`src/rtl/rsflipflop_bank_if.sv`:
```
// Request/status bundle for rsflipflop_bank. The conflict_cnt signal exists only
// when RSFLIPFLOP_BANK_CONFLICT_CNT_EN is defined.
interface rsflipflop_bank_if #(
  parameter int WIDTH = 8,
  parameter int CNT_W = 8
);
  logic [WIDTH-1:0] s;
  logic [WIDTH-1:0] r;
  logic             conflict_clr;
  logic [WIDTH-1:0] q;
  logic [WIDTH-1:0] rise;
  logic [WIDTH-1:0] fall;
  logic             conflict;
`ifdef RSFLIPFLOP_BANK_CONFLICT_CNT_EN
  logic [CNT_W-1:0] conflict_cnt;

  modport master (output s, r, conflict_clr,
                  input  q, rise, fall, conflict, conflict_cnt);
  modport slave  (input  s, r, conflict_clr,
                  output q, rise, fall, conflict, conflict_cnt);
`else
  modport master (output s, r, conflict_clr,
                  input  q, rise, fall, conflict);
  modport slave  (input  s, r, conflict_clr,
                  output q, rise, fall, conflict);
`endif
endinterface

```
`src/rtl/rsflipflop_bank.sv`:
```
// Bank of independent registered set/reset flip-flops with minimum-set-hold masking,
// edge pulses and a sticky conflict flag. Define RSFLIPFLOP_BANK_CONFLICT_CNT_EN for the counter.
module rsflipflop_bank #(
  parameter int WIDTH    = 8,
  parameter int MODE     = 0,
  parameter int MIN_HOLD = 0,
  parameter int CNT_W    = 8
) (
  input  logic               clk,
  input  logic               reset,
  rsflipflop_bank_if.slave   bus
);

  localparam int HOLD_W = 8;

  if (WIDTH < 1 || WIDTH > 64) begin : g_bad_width
    $error("rsflipflop_bank: WIDTH out of range");
  end
  if (MODE < 0 || MODE > 2) begin : g_bad_mode
    $error("rsflipflop_bank: MODE out of range");
  end
  if (MIN_HOLD < 0 || MIN_HOLD > 255) begin : g_bad_hold
    $error("rsflipflop_bank: MIN_HOLD out of range");
  end
  if (CNT_W < 1) begin : g_bad_cnt
    $error("rsflipflop_bank: CNT_W must be positive");
  end

  // Outcome of a simultaneous set and (unmasked) reset on one channel.
  function automatic logic resolve_conflict(input logic cur);
    if (MODE == 0)      return 1'b0;
    else if (MODE == 1) return 1'b1;
    else                return ~cur;
  endfunction

  logic [WIDTH-1:0] s_in;
  logic [WIDTH-1:0] r_in;
  logic [WIDTH-1:0] r_eff;
  logic [WIDTH-1:0] hold_nz;
  logic [WIDTH-1:0] q_q,    q_d;
  logic [WIDTH-1:0] rise_q, rise_d;
  logic [WIDTH-1:0] fall_q, fall_d;
  logic             conflict_q, conflict_d;
  logic             any_conflict;

  assign s_in  = bus.s;
  assign r_in  = bus.r;
  assign r_eff = r_in & ~hold_nz;

  always_comb begin
    q_d = q_q;
    for (int i = 0; i < WIDTH; i++) begin
      case ({s_in[i], r_eff[i]})
        2'b01:   q_d[i] = 1'b0;
        2'b10:   q_d[i] = 1'b1;
        2'b11:   q_d[i] = resolve_conflict(q_q[i]);
        default: q_d[i] = q_q[i];
      endcase
    end
  end

  // Conflict is judged on the raw requests, before hold masking.
  always_comb begin
    rise_d       = q_d & ~q_q;
    fall_d       = ~q_d & q_q;
    any_conflict = |(s_in & r_in);
    conflict_d   = any_conflict | (conflict_q & ~bus.conflict_clr);
  end

  always_ff @(posedge clk) begin
    if (reset) begin
      q_q        <= '0;
      rise_q     <= '0;
      fall_q     <= '0;
      conflict_q <= 1'b0;
    end else begin
      q_q        <= q_d;
      rise_q     <= rise_d;
      fall_q     <= fall_d;
      conflict_q <= conflict_d;
    end
  end

  if (MIN_HOLD > 0) begin : g_hold
    localparam logic [HOLD_W-1:0] HOLD_INIT = HOLD_W'(MIN_HOLD);

    logic [HOLD_W-1:0] hold_q [WIDTH];
    logic [HOLD_W-1:0] hold_d [WIDTH];

    always_comb begin
      hold_nz = '0;
      for (int i = 0; i < WIDTH; i++) begin
        hold_nz[i] = |hold_q[i];
      end
    end

    // Timer arms only on a genuine 0->1 of q; a repeated set does not re-arm it.
    always_comb begin
      for (int i = 0; i < WIDTH; i++) begin
        hold_d[i] = hold_q[i];
        if (q_d[i] && !q_q[i]) begin
          hold_d[i] = HOLD_INIT;
        end else if (hold_nz[i]) begin
          hold_d[i] = hold_q[i] - HOLD_W'(1);
        end
      end
    end

    always_ff @(posedge clk) begin
      for (int i = 0; i < WIDTH; i++) begin
        if (reset) hold_q[i] <= '0;
        else       hold_q[i] <= hold_d[i];
      end
    end
  end else begin : g_no_hold
    assign hold_nz = '0;
  end

`ifdef RSFLIPFLOP_BANK_CONFLICT_CNT_EN
  function automatic logic [CNT_W-1:0] sat_inc(input logic [CNT_W-1:0] v);
    return (&v) ? v : v + CNT_W'(1);
  endfunction

  logic [CNT_W-1:0] cnt_q, cnt_d;

  // A clear coinciding with a new conflict restarts the count at one.
  always_comb begin
    cnt_d = cnt_q;
    if (bus.conflict_clr) begin
      cnt_d = any_conflict ? CNT_W'(1) : '0;
    end else if (any_conflict) begin
      cnt_d = sat_inc(cnt_q);
    end
  end

  always_ff @(posedge clk) begin
    if (reset) cnt_q <= '0;
    else       cnt_q <= cnt_d;
  end

  assign bus.conflict_cnt = cnt_q;
`endif

  assign bus.q        = q_q;
  assign bus.rise     = rise_q;
  assign bus.fall     = fall_q;
  assign bus.conflict = conflict_q;

endmodule

```
`src/flat_wrapper.sv`:
```
// flat-port wrapper written by rule: the top's interface ports become plain ports
module rsflipflop_bank_flat 
#(
  parameter int WIDTH    = 8,
  parameter int MODE     = 0,
  parameter int MIN_HOLD = 0,
  parameter int CNT_W    = 8
)
  (clk, reset, bus_s, bus_r, bus_conflict_clr, bus_q, bus_rise, bus_fall, bus_conflict);
  rsflipflop_bank_if #(.WIDTH(WIDTH), .CNT_W(CNT_W)) bus_i ();
  input  logic clk;
  input  logic reset;
  input wire logic [$bits(bus_i.s)-1:0] bus_s;
  input wire logic [$bits(bus_i.r)-1:0] bus_r;
  input wire logic [$bits(bus_i.conflict_clr)-1:0] bus_conflict_clr;
  output wire logic [$bits(bus_i.q)-1:0] bus_q;
  output wire logic [$bits(bus_i.rise)-1:0] bus_rise;
  output wire logic [$bits(bus_i.fall)-1:0] bus_fall;
  output wire logic [$bits(bus_i.conflict)-1:0] bus_conflict;
  assign bus_i.s = bus_s;
  assign bus_i.r = bus_r;
  assign bus_i.conflict_clr = bus_conflict_clr;
  assign bus_q = bus_i.q;
  assign bus_rise = bus_i.rise;
  assign bus_fall = bus_i.fall;
  assign bus_conflict = bus_i.conflict;
  rsflipflop_bank #(.WIDTH(WIDTH), .MODE(MODE), .MIN_HOLD(MIN_HOLD), .CNT_W(CNT_W)) u_core (.clk(clk), .reset(reset), .bus(bus_i));
endmodule
```
`config.mk`:
```
export PLATFORM = sky130hd
export DESIGN_NAME = rsflipflop_bank_flat
export DESIGN_NICKNAME = d
export VERILOG_FILES = /design/src/rtl/rsflipflop_bank_if.sv /design/src/rtl/rsflipflop_bank.sv /design/src/flat_wrapper.sv
export SDC_FILE = /design/constraint.sdc
export NUM_CORES = 1
export LEC_CHECK = 0
export BUFFER_PORTS_ARGS = -buffer_cell sky130_fd_sc_hd__buf_2
export CAP_MARGIN = 15
export CELL_PAD_IN_SITES_DETAIL_PLACEMENT = 0
export CELL_PAD_IN_SITES_GLOBAL_PLACEMENT = 1
export CORE_UTILIZATION = 29
export DETAILED_ROUTE_END_ITERATION = 8
export HOLD_SLACK_MARGIN = 0.03
export PLACE_DENSITY = 0.83
export SLEW_MARGIN = 20
export SYNTH_ARGS = -nofsm -noshare
export SYNTH_HDL_FRONTEND = slang
export SYNTH_SLANG_ARGS = --single-unit
```
`constraint.sdc`:
```
create_clock -name clk -period 0.9 [get_ports clk]
set_input_delay 0.09 -clock clk [delete_from_list [all_inputs] [get_ports clk]]
set_output_delay 0.09 -clock clk [all_outputs]
set_load 0.1 [all_outputs]
```
==> results.txt, run 1 <==
maximum root-to-sink buffer count: 2
Clock Skews: 0.00642 ns
Worst Setup SP: u_core.bus.q[0]
cells after synthesis: 74
Synth cell types: 13
root buffer cell: clkbuf_4
pwr/cell area: 1450 mW/mm²
Worst path max stage delay: 0.39 ns
Final Hold Viols: 0
die width: 53.2 µm
r2r endpoint: u_core.bus.conflict
nets: 155
Area Growth Syn to Fin: 118%
WL/cell: 12.5 µm
R2R depth: 3
final setup margin: -0.0503 ns
critical path launch point type: flop
Port Buffers: 43
syn nets: 93
Slew Viols, Final: 0
register area: 554 µm²
WL final: 2060 µm
GRT Total Usage: 0.166
drt first pass iters: 4
failing checks: setup timing
status: finished with violations
Avg Cell Area, Syn: 10.3 µm²
final core utilization: 0.668
hold path cells: 3
Critical path buffers and inverters: 1
Slew headroom: 0.654
Rows: 18
Critical Path Sink Type: output pin
max capacitance violation total: 0
die footprint: 0.00283 mm²
Largest delay share family, worst path: flip-flops
H-tree levels: 1
Ports: 44
Final period util: 1.06
area taken by multi-input logic gates: 293 µm²
# fillers: 185
vias in the first global route: 749
CTS tree: built
starting density of the core: 0.307
crit path to: bus_q[0]
worst r2r src: u_core.bus.conflict
Crit Path Category: reg2out
via/cell ratio: 4.66
grt total ovfl: 0
Crit path depth: 1
CTS buffer count: 3
first-pass GRT wire length: 3240 µm
Critical Path AT: 0.86 ns
height of the chip: 53.2 µm
dpl cell area: 0.00141 mm²
ant diodes: 0
flop-to-flop setup slack: -0.03 ns
latest clock arrival within the worst-skew pair: 0.30 ns
Setup Viol. Count Final: 26
Worst-Margin Slew: 0.519 ns
core area: 0.00248 mm²
HPWL after DPL: 1410 µm
setup tns final: -0.779 ns
crit path max-delay cell type: dfxtp_4
Lkg Pwr: 0.675 nW
worst IR drop on VDD: 0.801 mV
most frequent cells in the layout: 25 x buf_12, 18 x buf_2, 16 x dfxtp_2, 13 x nor2_1
commonest non-fill, non-tap cell in the layout: buf_12
number of clock sinks: 25
via count: 769
Post-DRT Antenna Nets: 0
synthesized cell area: 759 µm²
synthesis-stage register bit count: 25
DRC Markers: 0
Max Fclk: 1050 MHz
crit-path cells: buf_12
share of cells above drive strength 1: 0.681
maximum number of pins on one net before global-route repair: 26
Reg clk slew, reported paths: 0.12 ns
RSZ-0062 raised after global routing: yes
RePlAce Congestion: 0.731
Tmin final: 0.950 ns
Design Area, Final: 0.00165 mm²
min-delay worst type: in2reg
Worst Path Max Fanout: 2
initial antenna violation count: 0
YS warnings: 0
drt initial violations: 16
Seq/Total Area, Yosys: 0.659
Worst Path Required: 0.81 ns
worst register-to-register path, cell delays in order (launching register included):
cell,delay (ns)
dfxtp_4,0.38
buf_4,0.13
a221oi_2,0.21
a31oi_1,0.10
flip-flops by register name (all words and copies together), names as in the netlist:
name	cells
u_core.bus.conflict	1
u_core.bus.q	8
u_core.bus.rise	8
u_core.bus.fall	8
what timing repair did:
action | 4_1_cts | 5_1_grt
hold buffers | 8 | 0
pin swaps | 1 | 0
endpoints found under the setup margin | 25 | 33
gates resized for setup | 0 | 12
setup buffers | 9 | 0
hold endpoints to repair | 24 | 0
synth_stat cells:
cell,n,share of area
a31oi_1,1,0.0082
a22o_1,1,0.012
dfxtp_1,25,0.66
inv_1,1,0.0049
a221oi_2,1,0.020
a222oi_1,1,0.013
buf_6,2,0.030
nor3_1,8,0.053
nor2_1,16,0.079
a22oi_1,1,0.0099
buf_2,1,0.0066
nor4_1,8,0.066
nand2_1,8,0.040
worst min-delay path by stage:
| stage | to | from | slack, ns |
|---|---|---|---|
| after detailed placement | u_core.bus.q[3] | bus_r[3] | 0.30 |
| final | u_core.bus.q[6] | bus_s[6] | 0.09 |
| after CTS | u_core.bus.q[3] | bus_s[3] | 0.07 |
| after global placement | u_core.bus.q[2] | bus_r[2] | 0.30 |
| after global routing | u_core.bus.rise[1] | bus_s[1] | 0.08 |
| after floorplan | u_core.bus.q[0] | bus_r[0] | 0.16 |
per-stage QoR:
stage | setup slack (ns) | hold WS (ns) | total power [mW] | instances
after global placement | 0.0189 | 0.296 | 1.86 | 144
after detailed placement | 0.0226 | 0.303 | 1.87 | 144
after floorplan | 0.0187 | 0.159 | 1.60 | 74
after global routing | -0.0902 | 0.0789 | 2.51 | 165
final | -0.0503 | 0.0876 | 2.39 | 165
after CTS | -0.0657 | 0.0651 | 2.39 | 165
layout make-up:
type                       instances  area share
clock inverter                     1     0.00303
clock buffer                       3      0.0136
tap                               30      0.0227
timing repair buffer              60       0.446
inverter                           1     0.00227
multi-input combinational         45       0.177
sequential                        25       0.335
report_power, final:
group	switching [mW]	internal [mW]	total, mW	leakage (nW)
Sequential	0.0427	1.14	1.19	0.218
Clock	0.295	0.166	0.460	0.0177
Combinational	0.460	0.284	0.744	0.440
Total	0.797	1.59	2.39	0.675
metal layers:
| metal | up-vias | GRT usage | routed length (µm) |
|---|---|---|---|
| met4 | 0 | 0.0833 | 24 |
| met5 | - | 0 | 0 |
| li1 | 384 | - | - |
| met2 | 26 | 0.304 | 1090 |
| met3 | 2 | 0.0402 | 102 |
| met1 | 357 | 0.174 | 841 |
cell families after synthesis:
family,Yosys count,share of synthesized area
AND/OR/NAND/NOR,40,0.237
flip-flops,25,0.659
buffers and inverters,4,0.0412
AO/OA/AOI/OAI,5,0.0626
Note: power is estimated with default switching activity, not from simulation.
==> inputs of run 2 (changes only) <==
--- a/config.mk
+++ b/config.mk
@@ -13,6 +13,7 @@
 export DETAILED_ROUTE_END_ITERATION = 8
 export HOLD_SLACK_MARGIN = 0.03
 export PLACE_DENSITY = 0.83
+export REMOVE_ABC_BUFFERS = 1
 export SLEW_MARGIN = 20
 export SYNTH_ARGS = -nofsm -noshare
 export SYNTH_HDL_FRONTEND = slang
==> run 2 against run 1 <==
Against the previous run: the flow still finishes with violations (setup timing); largest cell class unchanged; routed wire length shrank 2.0%; via count up 1.6%; largest power group unchanged; critical endpoint is now u_core.bus.conflict; clock skew hardly changed; maximum frequency decreased by 6.3%; combinational power is 0.8% lower; flip-flop and latch count unchanged; die area unchanged; core utilization fell by 1.1 points; cell count is 1.2% higher; first-iteration DRC count increased by 25%; register-to-register slack lost 0.08 ns; final area is 1.7% lower.
==> results.txt, run 2 (synthesis results as in run 1) <==
Setup Viol. Count Final: 26 (unchanged)
Tmin final: 1.01 ns (was 0.950 ns)
root buffer cell: clkbuf_4 (unchanged)
WL/cell: 12.1 µm (was 12.5 µm)
initial antenna violation count: 0 (unchanged)
number of clock sinks: 25 (unchanged)
Slew Viols, Final: 0 (unchanged)
Slew headroom: 0.691 (was 0.654)
starting density of the core: 0.307 (unchanged)
commonest non-fill, non-tap cell in the layout: buf_12 (unchanged)
Worst path max stage delay: 0.35 ns (was 0.39 ns)
Total Power: 2.39 mW (about the same)
H-tree levels: 1 (unchanged)
drt initial violations: 20 (was 16)
Critical Path Sink Type: flop (was output pin)
Port Buffers: 43 (unchanged)
core area: 0.00248 mm² (unchanged)
Post-DRT Antenna Nets: 0 (unchanged)
WL final: 2020 µm (was 2060 µm)
grt total ovfl: 0 (unchanged)
HPWL after DPL: 1390 µm (was 1410 µm)
worst IR drop on VDD: 1.38 mV (was 0.801 mV)
pwr/cell area: 1470 mW/mm² (was 1450 mW/mm²)
first-pass GRT wire length: 3100 µm (was 3240 µm)
Area Growth Syn to Fin: 114% (was 118%)
maximum number of pins on one net before global-route repair: 26 (unchanged)
CTS buffer count: 3 (unchanged)
fin cells: 167 (was 165)
crit path max-delay cell type: dfxtp_2 (was dfxtp_4)
share of cells above drive strength 1: 0.642 (was 0.681)
nets: 157 (was 155)
Rows: 18 (unchanged)
via count: 781 (was 769)
setup tns final: -1.04 ns (was -0.779 ns)
latest clock arrival within the worst-skew pair: 0.31 ns (was 0.30 ns)
Inst Count DP: 146 (was 144)
vias in the first global route: 727 (was 749)
Crit Path Category: reg2reg (was reg2out)
ant diodes: 0 (unchanged)
maximum root-to-sink buffer count: 2 (unchanged)
Design Area, Final: 0.00163 mm² (was 0.00165 mm²)
die footprint: 0.00283 mm² (unchanged)
final core utilization: 0.657 (was 0.668)
final hold slack: 0.0418 ns (was 0.0876 ns)
failing checks: setup timing (unchanged)
final setup margin: -0.114 ns (was -0.0503 ns)
RSZ-0062 raised after global routing: yes (unchanged)
Worst Path Max Fanout: 2 (unchanged)
most frequent cells in the layout: 25 x buf_12, 18 x buf_2, 17 x dfxtp_2, 15 x nor2_1, 10 x buf_4 (was 25 x buf_12, 18 x buf_2, 16 x dfxtp_2, 13 x nor2_1)
Lkg Pwr: 0.680 nW (was 0.675 nW)
Worst-Margin Slew: 0.463 ns (was 0.519 ns)
max capacitance violation total: 0 (unchanged)
RePlAce Congestion: 0.620 (was 0.731)
min-delay worst type: in2reg (unchanged)
via/cell ratio: 4.68 (was 4.66)
status: finished with violations (unchanged)
DRC Markers: 0 (unchanged)
Max Fclk: 986 MHz (was 1050 MHz)
dpl cell area: 0.00138 mm² (was 0.00141 mm²)
critical path launch point type: flop (unchanged)
Critical Path AT: 1.20 ns (was 0.86 ns)
drt first pass iters: 4 (unchanged)
Clock Skews: 0.00628 ns (was 0.00642 ns)
Final Hold Viols: 0 (unchanged)
Setup WS pre-CTS: -0.00142 ns (was 0.0226 ns)
Final period util: 1.13 (was 1.06)
Reg clk slew, reported paths: 0.12 ns (about the same)
CTS tree: built (unchanged)
Worst Path Required: 1.09 ns (was 0.81 ns)
Ports: 44 (unchanged)
die width: 53.2 µm (unchanged)
GRT Total Usage: 0.160 (was 0.166)
height of the chip: 53.2 µm (unchanged)
crit-path cells: buf_4 > buf_6 > a221oi_2 > a31oi_1 (was buf_12)
# fillers: 193 (was 185)
## run 2: changes by cell type in the layout (fill, tap and decap cells not counted), moves of 2 or more
cell    delta
nor4_1     +4
nor4_2     -3
buf_6      +2
nor2_1     +2
## run 2: final timing paths
path                                           from                  end  slack, ns  cells after the start
worst min-delay path                       bus_r[5]   u_core.bus.rise[5]       0.04                      3
worst max register to register  u_core.bus.conflict  u_core.bus.conflict      -0.11                      4
worst max-delay path            u_core.bus.conflict  u_core.bus.conflict      -0.11                      4
worst min register to register      u_core.bus.q[1]   u_core.bus.fall[1]       0.49                      2
## run 2: routing by layer
| layer | part of all wire | global-route usage | wire [µm] | up-vias |
|---|---|---|---|---|
| li1 | - | - | - | 389 |
| met1 | 0.36 | 0.155 | 722 | 364 |
| met2 | 0.57 | 0.297 | 1150 | 24 |
| met3 | 0.042 | 0.0460 | 84 | 4 |
| met4 | 0.028 | 0.0921 | 56 | 0 |
| met5 | 0 | 0 | 0 | - |
## run 2: critical path, delay by kind of cell, from the launching register on
family / cells / cell delay [ns]
AOI/OAI and AO/OA: 2 / 0.32
buffers and inverters: 2 / 0.23
DFF: 1 / 0.35
## run 2: report_power, final
part,switching (mW),total [mW],internal (mW)
combinational,0.450,0.738,0.288
sequential,0.0407,1.19,1.15
clock,0.298,0.471,0.173
## run 2: area by class of cell
cell class,count,area (µm²),area share
timing repair buffer,62,758,0.466
sequential,25,552,0.339
multi-input combinational,45,249,0.153
tap,30,37.5,0.0231
clock buffer,4,26.3,0.0162
inverter,1,3.75,0.00231
## run 2: timing repair
item	CTS	global route
cloned	0	0
hold buffers	8	0
endpoints found under the hold margin	22	0
pin swaps	0	2
endpoints found under the setup margin	25	28
resized for setup	35	4
setup buffers	8	2
==> inputs of run 3 (changes only) <==
--- a/config.mk
+++ b/config.mk
@@ -5,6 +5,8 @@
 export SDC_FILE = /design/constraint.sdc
 export NUM_CORES = 1
 export LEC_CHECK = 0
+export ABC_AREA = 1
+export ABC_CLOCK_PERIOD_IN_PS = 900
 export BUFFER_PORTS_ARGS = -buffer_cell sky130_fd_sc_hd__buf_2
 export CAP_MARGIN = 15
 export CELL_PAD_IN_SITES_DETAIL_PLACEMENT = 0
==> run 3 against run 2 <==
Against the previous run: the run still ends with setup timing left; maximum frequency rose by 5.4%; register-to-register slack improved by 0.13 ns; worst setup slack improved by 0.052 ns; synthesized cell count rose by 42%; flip-flop and latch count did not move; sequential share of layout area down 1.8 points; core utilization fell by 3.5 points; via count is 5.2% higher; clock skew down 0.0026 ns; clock power rose by 5.5%; critical endpoint is now bus_q[6]; largest cell class unchanged; largest power group unchanged.
==> results.txt, run 3 <==
Reg clk slew, reported paths: 0.13 ns (was 0.12 ns)
Critical Path AT: 0.87 ns (was 1.20 ns)
most frequent cells in the layout: 30 x nand2_1, 25 x buf_12, 21 x inv_1, 17 x dfxtp_2, 13 x buf_2 (was 25 x buf_12, 18 x buf_2, 17 x dfxtp_2, 15 x nor2_1, 10 x buf_4)
Critical path buffers and inverters: 1 (was 2)
cells after synthesis: 105 (was 74)
Clk pwr share: 0.205 (was 0.197)
pwr/cell area: 1420 mW/mm² (was 1470 mW/mm²)
Final Hold Viols: 0 (unchanged)
Final period util: 1.07 (was 1.13)
DRC Markers: 0 (unchanged)
first-pass GRT wire length: 3440 µm (was 3100 µm)
height of the chip: 55.9 µm (was 53.2 µm)
WL/cell: 11.2 µm (was 12.1 µm)
Largest delay share family, worst path: flip-flops (unchanged)
grt total ovfl: 0 (unchanged)
critical path launch point type: flop (unchanged)
via/cell ratio: 4.28 (was 4.68)
nets: 181 (was 157)
final setup margin: -0.0625 ns (was -0.114 ns)
Slew headroom: 0.708 (was 0.691)
crit-path cells: buf_12 (was buf_4 > buf_6 > a221oi_2 > a31oi_1)
drt initial violations: 9 (was 20)
core area: 0.00276 mm² (was 0.00248 mm²)
synthesis-stage register bit count: 25 (unchanged)
Switch Pwr: 829 µW (was 788 µW)
cells taking the most area after synthesis: dfxtp_1 59%, nand2_1 13%, inv_1 9.4% (was dfxtp_1 66%, nor2_1 7.9%, nor4_1 6.6%)
RePlAce Congestion: 0.694 (was 0.620)
number of flops mapped to enable cells by yosys: 0 (unchanged)
CTS tree: built (unchanged)
drt first pass iters: 3 (was 4)
Worst path max stage delay: 0.39 ns (was 0.35 ns)
synthesized cell area: 842 µm² (was 759 µm²)
HPWL after DPL: 1420 µm (was 1390 µm)
Int Pwr: 1.60 mW (was 1.61 mW)
Logic pwr share: 0.307 (was 0.308)
Critical Path Sink Type: output pin (was flop)
Crit Path Category: reg2out (was reg2reg)
top-count cell post-synth: nand2_1 (was dfxtp_1)
Clock Skews: 0.00371 ns (was 0.00628 ns)
root buffer cell: clkbuf_4 (unchanged)
die footprint: 0.00312 mm² (was 0.00283 mm²)
setup tns final: -1.10 ns (was -1.04 ns)
YS warnings: 0 (unchanged)
async set or reset register ratio after synthesis: 0 (unchanged)
Yosys top cell area share: 0.594 (was 0.659)
maximum number of pins on one net before global-route repair: 18 (was 26)
starting density of the core: 0.305 (was 0.307)
Rows: 19 (was 18)
Avg Cell Area, Syn: 8.02 µm² (was 10.3 µm²)
number of clock sinks: 25 (unchanged)
sw frac: 0.342 (was 0.329)
status: finished with violations (unchanged)
max capacitance violation total: 0 (unchanged)
commonest non-fill, non-tap cell in the layout: nand2_1 (was buf_12)
Lkg Pwr: 0.836 nW (was 0.680 nW)
Max Fclk: 1040 MHz (was 986 MHz)
Top FF cell, synth: dfxtp_1 (unchanged)
latest clock arrival within the worst-skew pair: 0.32 ns (was 0.31 ns)
via count: 822 (was 781)
CTS buffer count: 3 (unchanged)
min-delay worst type: in2reg (unchanged)
Setup Viol. Count Final: 25 (was 26)
Flop pwr share: 0.489 (was 0.495)
maximum root-to-sink buffer count: 2 (unchanged)
Post-DRT Antenna Nets: 0 (unchanged)
RSZ-0062 raised after global routing: yes (unchanged)
Area Growth Syn to Fin: 104% (was 114%)
H-tree levels: 1 (unchanged)
area leader, netlist: dfxtp_1 (unchanged)
Synth cell types: 9 (was 13)
crit path max-delay cell type: dfxtp_4 (was dfxtp_2)
Port Buffers: 43 (unchanged)
# fillers: 236 (was 193)
Tmin final: 0.963 ns (was 1.01 ns)
die width: 55.9 µm (was 53.2 µm)
commonest cells in the netlist: 30 x nand2_1, 25 x dfxtp_1, 21 x inv_1 (was 25 x dfxtp_1, 16 x nor2_1, 8 x nand2_1, 8 x nor3_1, 8 x nor4_1)
Slew Viols, Final: 0 (unchanged)
failing checks: setup timing (unchanged)
Setup WS pre-CTS: 0.0452 ns (was -0.00142 ns)
Worst-Margin Slew: 0.437 ns (was 0.463 ns)
Worst Path Required: 0.81 ns (was 1.09 ns)
Seq/Total Area, Yosys: 0.594 (was 0.659)
ant diodes: 0 (unchanged)
WL final: 2160 µm (was 2020 µm)
vias in the first global route: 817 (was 727)
GRT Total Usage: 0.143 (was 0.160)
initial antenna violation count: 0 (unchanged)
share of cells above drive strength 1: 0.553 (was 0.642)
Ports: 44 (unchanged)
worst IR drop on VDD: 0.871 mV (was 1.38 mV)
Worst Path Max Fanout: 2 (unchanged)
run 3: cell count changes after synthesis, sizes merged:
cell,delta
nand3,+1
inv,+20
a22o,-1
buf,-1
a222oi,-1
nor4,-8
a31oi,-1
nor2,+2
a22oi,-1
nand2,+22
a221oi,-1
run 3: area by class of cell:
type,count,area (µm²),area share
inverter,21,78.8,0.0460
clock buffer,4,26.3,0.0153
multi-input combinational,57,304,0.177
sequential,25,552,0.322
timing repair buffer,54,716,0.417
tap,31,38.8,0.0226
run 3: layer usage:
metal  vias up  track usage  share of wire
met4         0       0.0801          0.024
li1        419            -              -
met5         -            0              0
met3         7       0.0372          0.056
met1       367        0.148           0.38
met2        29        0.262           0.54
run 3: power by group through the flow:
stage / combinational, mW / sequential (mW) / clock (mW)
2_1_floorplan: 0.0726 / 1.52 / 0
3_3_place_gp: 0.658 / 1.22 / 0
3_5_place_dp: 0.666 / 1.22 / 0
4_1_cts: 0.719 / 1.19 / 0.515
5_1_grt: 0.776 / 1.19 / 0.567
6_report: 0.744 / 1.19 / 0.497
run 3: worst paths after layout:
| path | start | end | slack [ns] | depth (start not counted) |
|---|---|---|---|---|
| hold reg to reg | u_core.bus.q[3] | u_core.bus.fall[3] | 0.62 | 3 |
| setup / recovery | u_core.bus.q[6] | bus_q[6] | -0.06 | 1 |
| hold / removal | bus_s[1] | u_core.bus.q[1] | 0.05 | 3 |
| setup reg to reg | u_core.bus.q[4] | u_core.bus.rise[4] | 0.02 | 5 |
run 3: what timing repair did:
| action | CTS | global route |
|---|---|---|
| endpoints found under the hold margin | 20 | 0 |
| hold buffers | 8 | 0 |
| setup endpoints to repair | 25 | 34 |
| gates resized for setup | 35 | 19 |
| setup buffers | 8 | 0 |
| pin swaps | 0 | 2 |
run 3: stage by stage:
stage / power (mW) / cell area (µm²) / hold WS [ns] / util / cells
global placement: 1.88 / 1460 / 0.299 / 0.529 / 179
global route: 2.53 / 1720 / 0.0395 / 0.622 / 192
floorplan: 1.59 / 816 / 0.161 / - / 103
detailed placement: 1.89 / 1460 / 0.309 / 0.529 / 179
finish: 2.43 / 1720 / 0.0463 / 0.622 / 192
CTS: 2.42 / 1670 / 0.0423 / 0.606 / 197
run 3: cells by family after synthesis:
family	Yosys count	synth area share
and+or+nand+nor	57	0.281
DFF	25	0.594
buffers and inverters	23	0.125
